$ cat config.mk
export PLATFORM = sky130hd
export DESIGN_NAME = execute_stage
export DESIGN_NICKNAME = d
export VERILOG_FILES = /design/src/rtl/execute_stage.sv
export SDC_FILE = /design/constraint.sdc
export NUM_CORES = 1
export LEC_CHECK = 0
export ABC_CLOCK_PERIOD_IN_PS = 15000
export CORE_MARGIN = 3
export CORE_UTILIZATION = 54
export CTS_BUF_LIST = sky130_fd_sc_hd__clkbuf_4
export DETAILED_ROUTE_END_ITERATION = 8
export PLACE_DENSITY = 0.92
export REMOVE_ABC_BUFFERS = 1
export SETUP_SLACK_MARGIN = 0.5
export SLEW_MARGIN = 10
export SYNTH_ARGS = -nofsm -noshare
export SYNTH_HDL_FRONTEND = slang
export SYNTH_SLANG_ARGS = --single-unit
$ cat constraint.sdc
create_clock -name clk -period 15 [get_ports clk]
set_input_delay 2.25 -clock clk [delete_from_list [all_inputs] [get_ports clk]]
set_output_delay 2.25 -clock clk [all_outputs]
set_load 0.01 [all_outputs]
$ cat src/rtl/execute_stage.sv
// rtl/execute_stage.sv - RV32I execute stage: operand forwarding, ALU, branch resolve, EX/MEM register
module execute_stage #(
  parameter int WIDTH   = 32,
  parameter int REGADDR = 5
) (
  input  logic               clk,
  input  logic               reset,
  input  logic [WIDTH-1:0]   PCE,
  input  logic [WIDTH-1:0]   PCPlus4E,
  input  logic [WIDTH-1:0]   ImmExtE,
  input  logic [WIDTH-1:0]   RD1E,
  input  logic [WIDTH-1:0]   RD2E,
  input  logic [REGADDR-1:0] RdE,
  input  logic               RegWriteE,
  input  logic               MemWriteE,
  input  logic               JumpE,
  input  logic               BranchE,
  input  logic               ALUSrcE,
  input  logic [1:0]         ResultSrcE,
  input  logic [2:0]         ALUControlE,
  input  logic [1:0]         ForwardAE,
  input  logic [1:0]         ForwardBE,
  input  logic [WIDTH-1:0]   ResultW,
  input  logic               StallM,
  input  logic               FlushM,
  output logic [WIDTH-1:0]   PCTargetE,
  output logic               PCSrcE,
  output logic [WIDTH-1:0]   ALUResultM,
  output logic [WIDTH-1:0]   WriteDataM,
  output logic [WIDTH-1:0]   PCPlus4M,
  output logic [REGADDR-1:0] RdM,
  output logic               RegWriteM,
  output logic               MemWriteM,
  output logic [1:0]         ResultSrcM
);

  logic [WIDTH-1:0] src_a;
  logic [WIDTH-1:0] write_data_e;
  logic [WIDTH-1:0] src_b;
  logic [WIDTH-1:0] alu_result;
  logic             zero_e;

  logic [WIDTH-1:0]   alu_result_q, alu_result_d;
  logic [WIDTH-1:0]   write_data_q, write_data_d;
  logic [WIDTH-1:0]   pc_plus4_q, pc_plus4_d;
  logic [REGADDR-1:0] rd_q, rd_d;
  logic               reg_write_q, reg_write_d;
  logic               mem_write_q, mem_write_d;
  logic [1:0]         result_src_q, result_src_d;

  // Reserved forward select 11 falls back to the register-file value.
  always_comb begin
    case (ForwardAE)
      2'b01:   src_a = ResultW;
      2'b10:   src_a = alu_result_q;
      default: src_a = RD1E;
    endcase
    case (ForwardBE)
      2'b01:   write_data_e = ResultW;
      2'b10:   write_data_e = alu_result_q;
      default: write_data_e = RD2E;
    endcase
  end

  assign src_b = ALUSrcE ? ImmExtE : write_data_e;

  always_comb begin
    case (ALUControlE)
      3'b000:  alu_result = src_a + src_b;
      3'b001:  alu_result = src_a - src_b;
      3'b010:  alu_result = src_a & src_b;
      3'b011:  alu_result = src_a | src_b;
      3'b101:  alu_result = {{(WIDTH-1){1'b0}}, ($signed(src_a) < $signed(src_b))};
      default: alu_result = '0;
    endcase
  end

  assign zero_e    = (alu_result == '0);
  assign PCTargetE = PCE + ImmExtE;
  assign PCSrcE    = JumpE | (BranchE & zero_e);

  // Flush zeroes only the controls; the data fields are harmless once RegWrite/MemWrite are 0.
  always_comb begin
    alu_result_d = alu_result_q;
    write_data_d = write_data_q;
    pc_plus4_d   = pc_plus4_q;
    rd_d         = rd_q;
    reg_write_d  = reg_write_q;
    mem_write_d  = mem_write_q;
    result_src_d = result_src_q;
    if (FlushM || !StallM) begin
      alu_result_d = alu_result;
      write_data_d = write_data_e;
      pc_plus4_d   = PCPlus4E;
      rd_d         = RdE;
      reg_write_d  = RegWriteE;
      mem_write_d  = MemWriteE;
      result_src_d = ResultSrcE;
    end
    if (FlushM) begin
      rd_d         = '0;
      reg_write_d  = 1'b0;
      mem_write_d  = 1'b0;
      result_src_d = 2'b00;
    end
  end

  always_ff @(posedge clk or negedge reset) begin
    if (!reset) begin
      alu_result_q <= '0;
      write_data_q <= '0;
      pc_plus4_q   <= '0;
      rd_q         <= '0;
      reg_write_q  <= 1'b0;
      mem_write_q  <= 1'b0;
      result_src_q <= 2'b00;
    end else begin
      alu_result_q <= alu_result_d;
      write_data_q <= write_data_d;
      pc_plus4_q   <= pc_plus4_d;
      rd_q         <= rd_d;
      reg_write_q  <= reg_write_d;
      mem_write_q  <= mem_write_d;
      result_src_q <= result_src_d;
    end
  end

  assign ALUResultM = alu_result_q;
  assign WriteDataM = write_data_q;
  assign PCPlus4M   = pc_plus4_q;
  assign RdM        = rd_q;
  assign RegWriteM  = reg_write_q;
  assign MemWriteM  = mem_write_q;
  assign ResultSrcM = result_src_q;

endmodule

# Word-level counts from Yosys, hierarchy flattened

Cells that the tools add are included.

Register bits after elaboration: 105
Output and inout bits: 138
Bits of input ports: 215

Equality and inequality tests: 8
Reductions and logical operators: 5
Bitwise operators: 4
Multiplexer cells: 12
$add $sub $neg: 3
Order comparisons: 1

Operators by type and width:

| operator                                       | number |
|---|---|
| one-hot mux 32 bit (5 select lines)            | 1 |
| one-hot mux 32 bit (2 select lines)            | 2 |
| adder 32 bit                                   | 2 |
| AND 32 bit                                     | 1 |
| zero test 32 bit                               | 1 |
| less-than comparator 32 bit                    | 1 |
| two-way mux 32 bit                             | 1 |
| bitwise OR 32 bit                              | 1 |
| subtractor 32 bit                              | 1 |
| two-way mux 5 bit                              | 2 |
| == test 3 x 2 -> 1 bit (second input constant) | 2 |
| == test 2 x 1 -> 1 bit (second input constant) | 2 |
| == test 2 bit (second input constant)          | 2 |
| two-way mux 1 bit                              | 4 |
| two-way mux 2 bit                              | 2 |
| == test 3 x 1 -> 1 bit (second input constant) | 1 |
| == test 3 bit (second input constant)          | 1 |
| zero test 3 bit                                | 1 |
| nonzero test 2 bit                             | 1 |
| AND 1 bit                                      | 1 |
| zero test 1 bit                                | 1 |
| logical OR 1 bit                               | 1 |
| bitwise OR 1 bit                               | 1 |

# Depth between registers and ports, before layout

Depth after elaboration: 8
Gate-level depth with buffers: 22

# Least setup slack after synthesis

OpenSTA, ideal clock, no wires.

Kind: input to output
From: in ForwardBE[0]
To: out PCSrcE
Cell stages on the path: 20
Data required time: 12.750 ns
Arrival time: 6.685 ns
Buffers on the path: 2
Setup slack: 6.065 ns
Cell sequence: inv_1 > ha_1 > clkbuf_1 > buf_1 > nor2_1 > a21oi_1 > o21a_1 > inv_1 > fa_1 > or2_1 > a221oi_2 > o2111a_1 > a221oi_2 > nor3_1 > o22a_1 > mux2_2 > a221o_1 > or4_1 > nor4_1 > a41o_1

Word-level cells in the longest chain between the ends: 8

Ends and longest elaborated chain:

| item                                                    | line | source |
|---|---|---|
| from (decl)                                             | 22   | `input logic [1:0] ForwardBE,` |
| == test 2 bit or == test 2 x 1 -> 1 bit (tied branches) | 58   | `case (ForwardBE)` |
| one-hot mux 32 bit (2 select lines) *                   | 58   |  |
| two-way mux 32 bit *                                    | 65   | `assign src_b = ALUSrcE ? ImmExtE : write_data_e;` |
| subtractor 32 bit (tied with other cells)               | 70   | `3'b001: alu_result = src_a - src_b;` |
| one-hot mux 32 bit (5 select lines) *                   | 68   | `case (ALUControlE)` |
| zero test 32 bit *                                      | 78   | `assign zero_e = (alu_result == '0);` |
| AND 1 bit *                                             | 80   | `assign PCSrcE = JumpE \| (BranchE & zero_e);` |
| bitwise OR 1 bit *                                      | 80   |  |
| to (decl)                                               | 27   | `output logic PCSrcE,` |

Every way passes the cells marked *; elsewhere a longest branch is shown, timed or not.

# Final worst setup path

Same ends and word-level chain as after synthesis.

==> results.md <==
- Crit start category: primary input
- Routability cong.: 1.02
- Share of cells above drive strength 1: 2.80%
- WHS: 0.493 ns
- Post-synth top area share: 22.3%
- Number of synthesized flops with an enable pin: 0
- Tmin final: 10.99 ns
- Total negative setup slack: 0 ns
- Reg power frac: 27.7%
- Synth async-reset ratio: 100%
- Clk sinks: 105
- Critical path type: primary input to output pin
- Initial antenna violation count: 3
- Clock Power Share: 13.7%
- Ys Warns: 0
- Starting Density: 55.5%
- List of most frequent post-synthesis cells: nand2_1, nor2_1, o21ai_0
- Pre-antenna DRT Iters: 6
- Post-CTS resize count: 0
- Final Util: 73.2%
- Postcts setup bufs: 0
- Achievable frequency: 91.0 MHz
- Number of synthesized register bits: 105
- CP required: 12.75 ns
- Hold Path Class: register to register
- Max cap viols: 0
- Syn Area/Cell: 7.17 sq um
- Core Area: 21200 sq um
- Rows: 53
- CP endpoint kind: output pin
- IR drop worst, VDD: 61.3 uV
- Final Non-Filler Cells: 2206
- Boundary Pins: 353
- Detail Placement HPWL: 39700 microns
- Top FF cell, synth: dfrtp_1
- Unique cell type count in the Yosys netlist: 74
- DIE AREA: 23600 sq um
- RSZ-0062 raised after global routing: no
- Grt ovf: 0
- Fin. max-slew vios: 0
- Post-synth top area cell: dfrtp_1
- Slowest CP cell: ha_2
- Count leader, synth: nand2_1
- Root Buffer: clkbuf_4
- Clock transition at path regs: 0.18 ns
- Status: completed
- Area grow syn2layout: 32.0%
- DRC: 0
- GRT Total Usage: 40.4%
- CTS buffer count: 9
- NetSw: 588 uW
- Nets: 2283
- CTS hold repair buffers: 0
- First-pass GRT wire length: 76000 microns
- Clock Path Buffers: 2
- Htree depth: 3
- Int Power: 684 uW
- Comb pwr share: 58.5%
- TritonCTS clock tree: built
- Fin. Hold Viols: 0
- Worst-margin pin slew: 1.06 ns
- Cells after Synth: 1643
- Cell area power density: 81.9 nW/um^2
- Final ANT Viol Nets: 0
- Drt wl/cell: 22.9 microns
- Sequential fraction of the synthesis area: 22.3%
- Most area-consuming cells after synthesis: dfrtp_1, ha_1, nand2_1
- Endpoints failing setup: 0
- Crit-path max FO: 32
- Crit share post-route: 73.2%
- Die width: 154 microns
- Worst Path Arrival: 8.74 ns
- DRT iter0 DRCs: 1663
- Placed Cells: 2186
- Rel. slew slack: 29.6%
- Clk_skew: 0.0343 ns
- Largest net degree at the start of global routing: 73
- Synthesized area: 11800 sq um
- Leak: 0.00687 uW
- Die height: 154 microns
- Vias per cell: 6.32
- Vias in the first global route: 12889
- Post-Route WL: 50600 microns
- Sw Ratio: 46.2%
- Clock latency on the worst-skew pair: 0.54 ns
- Delay of the slowest critical-path stage: 0.71 ns
- CP cell instances: clkdlybuf4s50_1, inv_1, ha_2, a22oi_1, nor2_1, a21oi_1, o21ai_0, ha_1, and2_1, a221oi_1, o221a_2, o22a_1, o211ai_1, nand3_1, a21oi_1, o41a_2, mux2i_1, or4_1, nor4_1, a41o_1, clkdlybuf4s50_1
- Port Buffers: 352
- Via count: 13933
-- critical path, delay by kind of cell --
family / cells / cell delay (ns)
adders and majority gates: 2 / 1.15
buffers and inverters: 3 / 1.13
muxes: 1 / 0.16
and+or+nand+nor: 5 / 1.39
AOI/OAI and AO/OA: 10 / 2.67
-- area by class of cell --
type / count / area, sq um
antenna: 4 / 10.0
clock buffer: 9 / 67.6
clock inverter: 7 / 91.3
fill: 1633 / 5680
inverter: 115 / 432
multi-input combinational: 1324 / 8350
sequential: 105 / 2630
tap: 275 / 344
timing repair buffer: 367 / 3620
-- state kept, by name, summed over array words and instances (netlist names) --
name        cells
RegWriteM       1
ALUResultM     32
PCPlus4M       32
MemWriteM       1
RdM             5
ResultSrcM      2
WriteDataM     32
-- stage by stage --
step	power, uW	setup slack, ns	cell area, sq um
after CTS	1250	4.23	15500
after detailed placement	1080	4.22	15400
after global routing	1330	3.84	15500
final	1270	4.01	15500
after floorplan	752	5.49	11400
after global placement	1070	4.31	15400
-- metal layers --
metal  GRT usage [%]  vias up  share of wire, %
met5               0        -                 0
met4            13.7        0               3.8
li1                -     6303                 -
met2            63.8      952                45
met1            54.5     6547                39
met3            9.54      131                12
-- path summary, 6_finish.rpt --
path	startpoint	to	slack, ns	depth (start not counted)
max in group asynchronous	reset	ALUResultM[7]	11.97	2
max	ForwardBE[0]	PCSrcE	4.01	21
min	PCPlus4M[0]	PCPlus4M[0]	0.49	2
min reg2reg	PCPlus4M[0]	PCPlus4M[0]	0.49	2
max reg2reg	ALUResultM[0]	ALUResultM[0]	10.21	18
min in group asynchronous	reset	PCPlus4M[13]	1.60	1
-- kinds of logic after synthesis --
logic type                 share of synthesized area, %
and+or+nand+nor                                    20.7
muxes                                              1.67
adders and majority gates                          15.7
buffers and inverters                              6.92
xor gates and xnor gates                           3.57
AOI/OAI and AO/OA                                  29.1
DFF                                                22.3
-- cell usage in the layout (no fill, tap or decap), types with 4 or more instances in the layout --
cell	n
mux2i_1	14
a211oi_1	20
nor2_1	180
clkdlybuf4s50_1	349
diode_2	4
ha_1	142
nor3b_1	5
o22ai_1	6
o31ai_1	6
or4_1	6
o2111ai_1	6
a21oi_1	138
a21o_1	28
o21a_1	19
dfrtp_1	105
nand2b_1	11
inv_1	115
a2111oi_0	4
nand3_1	17
o21ai_0	163
xor2_1	11
nor3_1	27
nor2b_1	19
or3_1	5
clkbuf_4	9
o211ai_1	12
buf_4	16
and3_1	5
a221oi_1	6
nand4_1	8
nor4_1	12
o21bai_1	14
xnor2_1	37
a311oi_1	4
a22oi_1	65
a31oi_1	12
nand2_1	257
-- power by group through the flow --
stage          Combinational (uW)  Sequential (uW)  Clock [uW]
6_report                      745              353         175
5_1_grt                       798              356         181
4_1_cts                       728              350         174
3_5_place_dp                  723              356           0
3_3_place_gp                  713              354           0
2_1_floorplan                 389              363           0
Power figures use the tool's default switching activity.
